<file path="src/rtl/udp_rx_parser.sv">
// UDP receive header parser: filters datagrams on destination port and forwards
// only payload bytes, with first/last markers, to a downstream byte ring buffer.
module udp_rx_parser #(
    parameter logic [15:0] LISTEN_PORT = 16'd5000,
    parameter int          CNT_W       = 16
) (
    input  logic             clk,
    input  logic             rst,
    input  logic             in_valid,
    input  logic [7:0]       in_data,
    input  logic             in_first,
    input  logic             in_last,
    output logic             wr_en,
    output logic [7:0]       wrdata,
    output logic             wr_first,
    output logic             wr_last,
    output logic [15:0]      src_port,
    output logic [15:0]      payload_len,
    output logic [CNT_W-1:0] pkt_count,
    output logic [CNT_W-1:0] drop_count
);

    typedef enum logic [1:0] {IDLE, HDR, PAYLOAD, SKIP} state_t;

    state_t state, state_d;

    // Header bytes 0..6 shift through here; byte 7 is consumed straight from in_data.
    logic [55:0]      hdr_q, hdr_d;
    logic [3:0]       hdr_cnt, hdr_cnt_d;
    logic [15:0]      remaining, remaining_d;
    logic             first_pend, first_pend_d;
    logic             wr_en_d, wr_first_d, wr_last_d;
    logic [7:0]       wrdata_d;
    logic [15:0]      src_port_d, payload_len_d;
    logic             pkt_inc;
    logic [1:0]       drop_inc;
    logic [15:0]      dst_now, len_now;

    assign dst_now = {hdr_q[7:0], in_data};
    assign len_now = hdr_q[23:8];

    always_comb begin
        // NOTE: every signal gets a default first so no path leaves one unassigned (no latches).
        state_d       = state;
        hdr_d         = hdr_q;
        hdr_cnt_d     = hdr_cnt;
        remaining_d   = remaining;
        first_pend_d  = first_pend;
        wr_en_d       = 1'b0;
        wrdata_d      = wrdata;
        wr_first_d    = 1'b0;
        wr_last_d     = 1'b0;
        src_port_d    = src_port;
        payload_len_d = payload_len;
        pkt_inc       = 1'b0;
        drop_inc      = 2'd0;

        if (in_valid) begin
            if (in_first) begin
                // A new datagram always restarts parsing; an open payload is abandoned unclosed.
                if (state == PAYLOAD)
                    drop_inc = drop_inc + 2'd1;
                hdr_d     = {hdr_q[47:0], in_data};
                hdr_cnt_d = 4'd1;
                if (in_last) begin
                    drop_inc = drop_inc + 2'd1;
                    state_d  = IDLE;
                end else begin
                    state_d  = HDR;
                end
            end else begin
                case (state)
                    HDR: begin
                        hdr_d     = {hdr_q[47:0], in_data};
                        hdr_cnt_d = hdr_cnt + 4'd1;
                        if (in_last) begin
                            drop_inc = 2'd1;
                            state_d  = IDLE;
                        end else if (hdr_cnt == 4'd3 && dst_now != LISTEN_PORT) begin
                            drop_inc = 2'd1;
                            state_d  = SKIP;
                        end else if (hdr_cnt == 4'd7) begin
                            if (len_now < 16'd9) begin
                                drop_inc = 2'd1;
                                state_d  = SKIP;
                            end else begin
                                remaining_d   = len_now - 16'd8;
                                src_port_d    = hdr_q[55:40];
                                payload_len_d = len_now - 16'd8;
                                first_pend_d  = 1'b1;
                                state_d       = PAYLOAD;
                            end
                        end
                    end
                    PAYLOAD: begin
                        wr_en_d      = 1'b1;
                        wrdata_d     = in_data;
                        wr_first_d   = first_pend;
                        wr_last_d    = (remaining == 16'd1) || in_last;
                        first_pend_d = 1'b0;
                        remaining_d  = remaining - 16'd1;
                        if (remaining == 16'd1) begin
                            pkt_inc = 1'b1;
                            state_d = in_last ? IDLE : SKIP;
                        end else if (in_last) begin
                            drop_inc = 2'd1;
                            state_d  = IDLE;
                        end
                    end
                    SKIP: begin
                        if (in_last)
                            state_d = IDLE;
                    end
                    default: ;
                endcase
            end
        end
    end

    always_ff @(posedge clk) begin
        if (rst) begin
            state       <= IDLE;
            hdr_q       <= '0;
            hdr_cnt     <= '0;
            remaining   <= '0;
            first_pend  <= 1'b0;
            wr_en       <= 1'b0;
            wrdata      <= '0;
            wr_first    <= 1'b0;
            wr_last     <= 1'b0;
            src_port    <= '0;
            payload_len <= '0;
            pkt_count   <= '0;
            drop_count  <= '0;
        end else begin
            // NOTE: sequential state uses non-blocking assignments only, so every register samples pre-edge values.
            state       <= state_d;
            hdr_q       <= hdr_d;
            hdr_cnt     <= hdr_cnt_d;
            remaining   <= remaining_d;
            first_pend  <= first_pend_d;
            wr_en       <= wr_en_d;
            wrdata      <= wrdata_d;
            wr_first    <= wr_first_d;
            wr_last     <= wr_last_d;
            src_port    <= src_port_d;
            payload_len <= payload_len_d;
            pkt_count   <= pkt_count + CNT_W'(pkt_inc);
            drop_count  <= drop_count + CNT_W'(drop_inc);
        end
    end

endmodule

</file>
<file path="config.mk">
export PLATFORM = sky130hd
export DESIGN_NAME = udp_rx_parser
export DESIGN_NICKNAME = d
export VERILOG_FILES = /design/src/rtl/udp_rx_parser.sv
export SDC_FILE = /design/constraint.sdc
export NUM_CORES = 1
export LEC_CHECK = 0
export BUFFER_PORTS_ARGS = -buffer_cell sky130_fd_sc_hd__buf_2
export CORE_MARGIN = 4
export CORE_UTILIZATION = 35
export CTS_CLUSTER_DIAMETER = 200
export DETAILED_ROUTE_END_ITERATION = 7
export PLACE_DENSITY = 0.51
export SLEW_MARGIN = 0
export SYNTH_ARGS = -nofsm -noshare
export SYNTH_HDL_FRONTEND = slang
export SYNTH_SLANG_ARGS = --single-unit
</file>
<file path="constraint.sdc">
create_clock -name clk -period 9.4 [get_ports clk]
set_clock_uncertainty 0.05 [all_clocks]
set_input_delay 0.94 -clock clk [delete_from_list [all_inputs] [get_ports clk]]
set_output_delay 0.94 -clock clk [all_outputs]
set_load 0.03 [all_outputs]
</file>
Word-level counts from Yosys, hierarchy flattened
Cells that the tools add are included.
- output and inout port bits: 75
- input port bits: 13
- logic and storage cells: 92
- register bits after elaboration: 154
- reduce and logical (&&, ||, !) cells: 12
- bitwise gates (word level): 6
- equality and inequality tests: 12
- order comparisons: 1
- add/sub/neg operators: 6
- multiplexer cells: 42
- operator list (cell ; count):
    $mux W56 ; 2
    $mux W16 ; 4
    $pmux W16 S2 ; 1
    $mux W2 ; 12
    $mux W1 ; 18
    $add A16 B1 Y16 ; 1
    $add A16 B2 Y16 ; 1
    $eq A16 B1 Y1 const B ; 1
    $lt A16 B4 Y1 const B ; 1
    $ne A16 B13 Y1 const B ; 1
    $sub A16 B1 Y16 const B ; 1
    $sub A16 B4 Y16 const B ; 1
    $reduce_and A7 Y1 ; 2
    $mux W4 ; 2
    $ne A2 B2 Y1 const B ; 4
    $not A1 Y1 ; 6
    $pmux W2 S3 ; 1
    $reduce_and A3 Y1 ; 2
    $ne A5 B5 Y1 const B ; 1
    $add A4 B1 Y4 const B ; 1
    $eq A2 B2 Y1 const B ; 2
    $eq A4 B2 Y1 const B ; 1
    $eq A4 B3 Y1 const B ; 1
    $pmux W1 S2 ; 2
    other kinds (9) ; 10

Depth between registers and ports, before layout
Gate-level depths: netlist of the first run.
- depth after elaboration: 9
- mapped depth: 17
- gate-level depth less buffers: 15

Least setup slack after synthesis of the first run
Ideal clock, no wire load.
- path type: register to register
- start: register hdr_q[14]
- end: register drop_count[10]
- path slack: 6.068 ns
- required time: 9.280 ns
- library setup time: 0.070 ns
- arrival: 3.211 ns
- stages on the path, launching flop included: 16
- path through: dfxtp_1 -> buf_6 -> or4_1 -> buf_2 -> nor2_1 -> nand2_1 -> a21oi_1 -> nor2_1 -> o41ai_1 -> ha_1 -> inv_1 -> fa_1 -> nor2b_1 -> nand2_1 -> or3_1 -> a21oi_1
- word-level cells in the longest chain between the ends: 9
- ends and longest elaborated chain (item ; line ; source):
    start: declaration ; 28 ; logic [55:0] hdr_q, hdr_d;
    start signal: assignment ; 138 ; hdr_q <= hdr_d;
    $lt A16 B4 Y1 ; 83 ; if (len_now < 16'd9) begin
    $mux W1 ; 83 ;
    $mux W1 ; 82 ; end else if (hdr_cnt == 4'd7) begin
    $mux W1 ; 79 ; end else if (hdr_cnt == 4'd3 && dst_now != LISTEN_PORT) begin
    $mux W1 ; 76 ; if (in_last) begin
    $pmux W1 S2 ; 72 ; case (state)
    $mux W2 ; 59 ; if (in_first) begin
    $mux W2 ; 58 ; if (in_valid) begin
    $add A16 B2 Y16 ; 149 ; drop_count <= drop_count + CNT_W'(drop_inc);
    end signal: assignment ; 149 ;
    end: declaration ; 20 ; output logic [CNT_W-1:0] drop_count
Every way passes these cells.
A chain may end at the register's enable or synchronous reset.

Worst setup path after layout of the first run
- start: register hdr_q[14]
- end: register drop_count[12]
The elaborated chain is that of the path after synthesis.

==> impl_metrics.toml, run 1 <==
[run_status]
status = "finished, final reports clean"

[sta]
finalSetupTns_ns = 0
fmax_mhz = 264
final_hold_viol_count = 0
whs_ns = 0.398
finalSetupViolCount = 0
grt_setup_unrepaired = "no"
post-route-period-util_pct = 40.3
worst_pin_slew_ns = 1.16
fin_crit_ns = 3.79
slew_violations = 0
max_slew_margin_pct = 22.5
fin_ws_ns = 5.61

[placed_design]
io_buffers = 87
dp_hpwl_mm = 10.9
dp_slack_ns = 5.61
place_congestion = 0.843

[worst_setup_path]
crit_path_end_kind = "flop"
crit_required_ns = 9.65
cpMostUsedCell = "nor2_1"
start_kind = "flop"
path_class = "flop to flop"
slowest_stage = "or4_1"
path_cells = "or4_1 > nor2_1 > nand2_1 > a21oi_1 > nor2_1 > o41ai_1 > ha_1 > inv_1 > fa_1 > nor2b_1 > nand2_1 > nor2_1 > nand2_1 > xor2_1 > nor2_1"
crit_arrival_ns = 4.04
critical_path.max_stage_delay_ns = 0.67
path_max_fanout = 8

[clock_tree]
cts_max_level = 4
clkLatencyLatePin_ns = 0.43
cts_root_buf = "clkbuf_16"
cts_buffers = 17
holdBufCountCts = 0
clk_pin_slew_ns = 0.06
cts_tree = "done"
postCtsSetupBuffers = 0
post_cts_resized = 0
clockBufferDepth = 2
numClockSinks = 154

[grt]
grt_max_degree = 102
grt_pass1_vias = 5156
antenna_found_initial = 0
track_usage_pct = 16.1
grt_overflow_total = 0
grt_pass1_wl_mm = 27.0

[routing]
first_pass_iters = 5
avgViaCountPerCell = 4.99
wl_per_cell_um = 14.8
drc = 0
vias = 5607
drt_iter0_drc = 340
wl_mm = 16.6
ant_nets = 0

[yosys]
synthCells = 822
yosysWarnings = 0
synth-seq-cells = 154
synth_top_family_by_area = "simple AND/OR/NAND/NOR gates"
ys_seq_area_share_pct = 47.4
async_flop_share_pct = 0
synthMuxAreaShare_pct = 0
synth_adder_area_share_pct = 2.62
synth_nets = 848
yosys.area_share.simple_pct = 25.4
synth-compound-area-share_pct = 15.5
syn_area_um2 = 6500
syn-mean-instance-area_um2 = 7.91
synth_ff_type = "dfxtp_1"
synth_edf_count = 0
synthXorXnorAreaFrac_pct = 4.71
synth_cell_types = 53

[job]
drv_cap = 0

[pwr]
total_power_mw = 1.46
p_leak_nw = 2.88
peakVddDrop_mv = 0.125
power.density_nw_per_um2 = 191

[finish]
multiInputGateArea_um2 = 3170
antenna_cells = 0
register_area_um2 = 3080
layout_common_cells = "nand2_1, dfxtp_1, a21oi_1"
areaGrowthSynthToFinish_pct = 17.8
final_common_cell = "nand2_1"
fillers = 1924
final_util_pct = 42.2
drive_gt1_share_pct = 14.7
final_nets = 907

[floorplan]
die_area_um2 = 20800
initial_core_util_pct = 35.8
rows = 49
die_x_um = 144
coreArea_um2 = 18100
io_pins = 88
die_h_um = 144

[min_path]
holdCritPathClass = "flop to flop"
==> final timing paths <==
| kind | slack (ns) | from | end | cells after the start |
|---|---|---|---|---|
| max | 5.61 | hdr_q[14]$_SDFFE_PP0P_ | drop_count[12]$_SDFF_PP0_ | 15 |
| min | 0.40 | hdr_q[32]$_SDFFE_PP0P_ | hdr_q[40]$_SDFFE_PP0P_ | 2 |
| min reg2reg | 0.40 | hdr_q[32]$_SDFFE_PP0P_ | hdr_q[40]$_SDFFE_PP0P_ | 2 |
| max reg2reg | 5.61 | hdr_q[14]$_SDFFE_PP0P_ | drop_count[12]$_SDFF_PP0_ | 15 |
==> registers in the layout, indices dropped and copies added, names as in the netlist <==
signal,cells
hdr_q,56
drop_count,16
payload_len,16
pkt_count,16
remaining,16
src_port,16
wrdata,8
hdr_cnt,4
state,2
first_pend,1
wr_en,1
wr_first,1
wr_last,1
==> stage by stage <==
stage	area, um^2	std cells
floorplan	6500	822
global placement	7060	1091
detailed placement	7060	1091
CTS	7660	1123
global route	7660	1123
finish	7660	1123
==> layout make-up <==
| cell class | count | area share, % |
|---|---|---|
| multi-input cells | 602 | 41.3 |
| flip-flops and latches | 154 | 40.2 |
| repair buffers | 92 | 6.21 |
| clock buffers | 21 | 6.01 |
| inverters | 14 | 0.686 |
| clock inverters | 11 | 1.76 |
| well taps | 229 | 3.74 |
==> synth_stat cells (5+ instances only) <==
master    number  area share (%)
o21ai_0       26             2.0
nor2b_1        7            0.67
ha_1          12             2.3
inv_1         14            0.81
a211oi_1      11             1.3
and2_1         5            0.48
or3_1         10            0.96
nand2_1      196              11
xor2_1        21             2.8
o22ai_1        5            0.48
nor4_1         7            0.67
nand4_1        8            0.77
dfxtp_1      154              47
nor2_1        80             4.6
nor3_1        20             1.5
a21oi_1      114             8.8
xnor2_1       14             1.9
clkbuf_1      39             2.3
nand3_1       21             1.6
==> worst max-delay path: cells and delay by family, from the launching register on <==
family                   cells  cell delay (ns)
AO/OA/AOI/OAI                2             0.53
AND/OR/NAND/NOR              9             1.93
flip-flops                   1             0.38
buffers and inverters        1             0.05
XOR/XNOR                     1             0.13
adder cells (fa/ha/maj)      2             0.60
==> per-layer routing <==
layer / wire length [um] / GRT usage, %
met1: 8030 / 22.2
met3: 771 / 4.43
met2: 7590 / 24.7
met4: 202 / 4.27
met5: 0 / 0
==> power by group <==
| part | internal (mW) | total (mW) | switching, mW |
|---|---|---|---|
| clock network | 0.409 | 0.691 | 0.282 |
| logic | 0.0303 | 0.104 | 0.0740 |
| registers | 0.661 | 0.668 | 0.00730 |
| total | 1.10 | 1.46 | 0.363 |
==> kinds of logic after synthesis <==
group / count (synthesis)
AND/OR/NAND/NOR: 377
adder cells (fa/ha/maj): 13
AO/OA/AOI/OAI: 177
flip-flops: 154
XOR/XNOR: 35
buffers and inverters: 66
Note: power is estimated with default switching activity, not from simulation.
==> inputs of run 2 (changes only) <==
- clock period: 9.4 -> 3.7 ns (I/O delays scaled with it)
==> impl_metrics.toml, run 2 (same netlist as run 1, synthesis figures left out) <==
[routing]
avgViaCountPerCell = 4.97
drc = 0
first_pass_iters = 7
drt_iter0_drc = 329
wl_per_cell_um = 14.5
ant_nets = 0
wl_mm = 16.4
vias = 5625

[min_path]
holdPathEnd = "wrdata[3]$_SDFFE_PP0P_"
holdPathStages = 3
hp-start = "in_data[3]"
holdCritPathClass = "input port to flop"

[floorplan]
coreArea_um2 = 18100
die_h_um = 144
rows = 49
io_pins = 88
initial_core_util_pct = 35.8
die_area_um2 = 20800
die_x_um = 144

[finish]
design_area_um2 = 7760
register_area_um2 = 3080
fillers = 1876
areaGrowthSynthToFinish_pct = 19.4
largest_reg_flops = 56
drive_gt1_share_pct = 15.7
regMostFlops = "hdr_q"
final_common_cell = "nand2_1"
layout_common_cells = "nand2_1, dfxtp_1, a21oi_1"
multiInputGateArea_um2 = 3170
final_nets = 917
antenna_cells = 0

[run_status]
status = "finished, final reports clean"

[grt]
grt_max_degree = 79
track_usage_pct = 16.0
grt_overflow_total = 0
antenna_found_initial = 0
grt_pass1_vias = 5219
grt_pass1_wl_mm = 26.9

[sta]
post-route-period-util_pct = 91.4
max_slew_margin_pct = 42.0
finalSetupTns_ns = 0
final_hold_viol_count = 0
finalSetupViolCount = 0
fin_crit_ns = 3.38
worst_pin_slew_ns = 0.871
fmax_mhz = 296
slew_violations = 0
grt_setup_unrepaired = "no"

[worst_setup_path]
slowest_stage = "or4_4"
worst_r2r_startpoint = "hdr_q[20]$_SDFFE_PP0P_"
path_max_fanout = 6
critical_path.max_stage_delay_ns = 0.57
crit_path_end_kind = "flop"
r2r_cells = 13
path_cells = "or4_4 > a311oi_4 > nand2_1 > a21oi_1 > nor2_1 > o41ai_2 > ha_1 > inv_1 > fa_1 > nor2b_1 > nand2_1 > or3_1 > a21oi_1"
crit_arrival_ns = 3.69
ff2ff_setup_slack_ns = 0.32
path_class = "flop to flop"
start_kind = "flop"
r2r-end = "drop_count[10]$_SDFF_PP0_"
crit_required_ns = 4.01

[pwr]
p_comb_share_pct = 7.2
power_frac_seq_pct = 45.0
clkPwrFrac_pct = 47.8
power_switching_share_pct = 24.5
internal_power_mw = 2.85
p_switching_mw = 0.923
p_leak_nw = 2.95
power.density_nw_per_um2 = 486
peakVddDrop_mv = 0.326

[placed_design]
place_congestion = 0.784
placed_area_um2 = 7150
io_buffers = 87
dp_hpwl_mm = 11.0

[clock_tree]
numClockSinks = 154
clk_pin_slew_ns = 0.07
cts_buffers = 17
cts_root_buf = "clkbuf_16"
clkLatencyLatePin_ns = 0.42
cts_max_level = 4
holdBufCountCts = 0
post_cts_resized = 0
postCtsSetupBuffers = 0
cts_tree = "done"
clockBufferDepth = 2

[job]
drv_cap = 0
-- run 2: cell count changes in the layout (fill, tap and decap cells not counted), sizes merged --
cell / before / now
clkbuf: 21 / 19
inv: 17 / 18
clkinvlp: 3 / 2
bufinv: 2 / 3
buf: 92 / 102
-- run 2: worst max-delay path, delay by kind of cell, from the launching register on --
family | cells | cell delay [ns]
buffers and inverters | 1 | 0.05
and+or+nand+nor | 6 | 1.39
AOI/OAI and AO/OA | 4 | 0.89
DFF | 1 | 0.37
adders and majority gates | 2 | 0.58
-- run 2: worst max-delay path by stage --
| stage | endpoint | startpoint | cells past startpoint | slack [ns] |
|---|---|---|---|---|
| floorplan | drop_count[10]$_SDFF_PP0_ | hdr_q[14]$_SDFFE_PP0P_ | 15 | 0.37 |
| finish | drop_count[10]$_SDFF_PP0_ | hdr_q[20]$_SDFFE_PP0P_ | 13 | 0.32 |
| detailed placement | drop_count[10]$_SDFF_PP0_ | hdr_q[20]$_SDFFE_PP0P_ | 13 | 0.25 |
| CTS | drop_count[10]$_SDFF_PP0_ | hdr_q[20]$_SDFFE_PP0P_ | 13 | 0.23 |
| global placement | drop_count[12]$_SDFF_PP0_ | hdr_q[20]$_SDFFE_PP0P_ | 15 | 0.31 |
| global route | drop_count[10]$_SDFF_PP0_ | hdr_q[20]$_SDFFE_PP0P_ | 13 | 0.06 |
-- run 2: per-layer routing --
metal	GRT usage (%)	vias up	wire length, um
met5	0	-	0
met4	3.83	0	109
met3	4.27	5	727
met2	24.8	102	7420
met1	22.4	2613	8150
li1	-	2905	-
-- run 2: through the flow --
| stage | utilization (%) | hold slack [ns] | power [mW] | setup WS [ns] | instances |
|---|---|---|---|---|---|
| 2_1_floorplan | - | 0.381 | 1.92 | 0.368 | 822 |
| 3_3_place_gp | 39.4 | 0.391 | 2.01 | 0.313 | 1101 |
| 3_5_place_dp | 39.4 | 0.396 | 2.01 | 0.251 | 1101 |
| 4_1_cts | 42.7 | 0.149 | 3.82 | 0.234 | 1132 |
| 5_1_grt | 42.8 | 0.142 | 3.93 | 0.0611 | 1132 |
| 6_report | 42.8 | 0.163 | 3.77 | 0.318 | 1132 |
-- run 2: cell type report --
class | count | area share [%]
multi-input combinational | 602 | 40.9
timing repair buffer | 102 | 7.25
inverter | 14 | 0.677
tap | 229 | 3.69
clock inverter | 12 | 2.09
sequential | 154 | 39.7
clock buffer | 19 | 5.70
-- run 2: power by group through the flow --
stage / Combinational (mW) / Clock, mW / Sequential (mW)
2_1_floorplan: 0.189 / 0 / 1.74
5_1_grt: 0.308 / 1.92 / 1.70
6_report: 0.273 / 1.80 / 1.70
4_1_cts: 0.275 / 1.85 / 1.70
3_3_place_gp: 0.277 / 0 / 1.73
3_5_place_dp: 0.273 / 0 / 1.73
==> inputs of run 3 (changes only) <==
- CELL_PAD_IN_SITES_DETAIL_PLACEMENT: not set -> 0
- CELL_PAD_IN_SITES_GLOBAL_PLACEMENT: not set -> 1
- PLACE_DENSITY: 0.51 -> 0.66
==> impl_metrics.toml, run 3 (same netlist as run 1, synthesis figures left out) <==
[run_status]
status = "finished, final reports clean"

[finish]
layout_common_cells = "nand2_1, dfxtp_1, a21oi_1"
areaGrowthSynthToFinish_pct = 19.6
multiInputGateArea_um2 = 3180
final_common_cell = "nand2_1"
antenna_cells = 0
fillers = 1891
regMostFlops = "hdr_q"
register_area_um2 = 3080
final_util_pct = 42.9
final_nets = 917
largest_reg_flops = 56
drive_gt1_share_pct = 15.9
design_area_um2 = 7780

[floorplan]
die_h_um = 144
rows = 49
io_pins = 88
die_area_um2 = 20800
die_x_um = 144
initial_core_util_pct = 35.8
coreArea_um2 = 18100

[routing]
drt_iter0_drc = 285
wl_per_cell_um = 14.9
wl_mm = 16.9
ant_nets = 0
drc = 0
avgViaCountPerCell = 5.08
first_pass_iters = 5
vias = 5761

[placed_design]
dp_hpwl_mm = 11.4
placed_area_um2 = 7150
dp_slack_ns = 0.217
place_congestion = 0.826
io_buffers = 87

[min_path]
hp-start = "in_data[1]"
holdCritPathClass = "input port to flop"
holdPathEnd = "wrdata[1]$_SDFFE_PP0P_"
holdPathStages = 3

[grt]
grt_pass1_wl_mm = 27.1
track_usage_pct = 16.1
antenna_found_initial = 2
grt_overflow_total = 0
grt_max_degree = 105
grt_pass1_vias = 5408

[pwr]
peakVddDrop_mv = 0.322
clkPwrFrac_pct = 47.8
power_switching_share_pct = 23.8
power_frac_seq_pct = 44.9
internal_power_mw = 2.88
p_switching_mw = 0.898
power.density_nw_per_um2 = 485
p_leak_nw = 2.95
p_comb_share_pct = 7.3

[sta]
worst_pin_slew_ns = 1.13
fin_crit_ns = 3.39
finalSetupTns_ns = 0
max_slew_margin_pct = 24.8
finalSetupViolCount = 0
fmax_mhz = 295
whs_ns = 0.168
slew_violations = 0
post-route-period-util_pct = 91.7
grt_setup_unrepaired = "no"
fin_ws_ns = 0.306
final_hold_viol_count = 0

[worst_setup_path]
start_kind = "flop"
ff2ff_setup_slack_ns = 0.31
crit_arrival_ns = 3.67
r2r-end = "drop_count[10]$_SDFF_PP0_"
path_max_fanout = 5
r2r_cells = 13
path_class = "flop to flop"
crit_required_ns = 3.98
worst_r2r_startpoint = "hdr_q[21]$_SDFFE_PP0P_"
crit_path_end_kind = "flop"

[clock_tree]
holdBufCountCts = 0
cts_max_level = 4
cts_tree = "done"
clockBufferDepth = 2
clk_pin_slew_ns = 0.06
cts_buffers = 17
cts_root_buf = "clkbuf_16"
clkLatencyLatePin_ns = 0.42
numClockSinks = 154

[job]
drv_cap = 0
==> run 3: stage by stage <==
stage,instances,power (mW)
2_1_floorplan,822,1.92
3_3_place_gp,1101,2.00
3_5_place_dp,1101,2.01
4_1_cts,1133,3.82
5_1_grt,1133,3.92
6_report,1133,3.78
==> run 3: worst max-delay path by stage <==
stage / to / start / cells after the start
floorplan: drop_count[10]$_SDFF_PP0_ / hdr_q[14]$_SDFFE_PP0P_ / 15
global placement: drop_count[14]$_SDFF_PP0_ / hdr_q[15]$_SDFFE_PP0P_ / 15
detailed placement: drop_count[12]$_SDFF_PP0_ / hdr_q[15]$_SDFFE_PP0P_ / 15
CTS: drop_count[12]$_SDFF_PP0_ / hdr_q[15]$_SDFFE_PP0P_ / 15
global route: drop_count[12]$_SDFF_PP0_ / hdr_q[21]$_SDFFE_PP0P_ / 15
finish: drop_count[10]$_SDFF_PP0_ / hdr_q[21]$_SDFFE_PP0P_ / 13
==> run 3: critical path, cell delays in order, from the launching register on <==
cell and delay [ns]:
dfxtp_1 0.36, or4_4 0.52, a311oi_4 0.29, nand2_1 0.14, a21oi_1 0.18, nor2_1 0.07
o41ai_2 0.29, ha_1 0.22, inv_1 0.05, fa_1 0.37, nor2b_1 0.16, nand2_1 0.11
or3_1 0.35, a21oi_1 0.15
==> run 3: power by group through the flow <==
| stage | logic, mW | registers, mW | clock network (mW) |
|---|---|---|---|
| global placement | 0.272 | 1.73 | 0 |
| global route | 0.307 | 1.70 | 1.92 |
| finish | 0.277 | 1.70 | 1.80 |
| detailed placement | 0.273 | 1.73 | 0 |
| floorplan | 0.189 | 1.74 | 0 |
| CTS | 0.275 | 1.69 | 1.85 |
==> run 3: what timing repair did <==
| item | CTS | global route |
|---|---|---|
| endpoints found under the setup margin | 0 | 3 |
| resized for setup | 0 | 3 |
| buffers inserted | 0 | 0 |
| hold endpoints to repair | 0 | 0 |
==> run 3: routing by layer <==
metal	vias to the layer above	wire length (um)	GRT usage, %
met5	-	23	0
met1	2719	7980	21.3
met4	4	210	5.45
li1	2903	-	-
met2	115	7860	25.9
met3	20	817	3.84
==> run 3: cell type report <==
cell class,instances,share of cell area (%)
multi-input combinational,602,40.9
sequential,154,39.6
timing repair buffer,102,7.24
clock buffer,22,6.10
tap,229,3.68
clock inverter,10,1.80
inverter,14,0.675
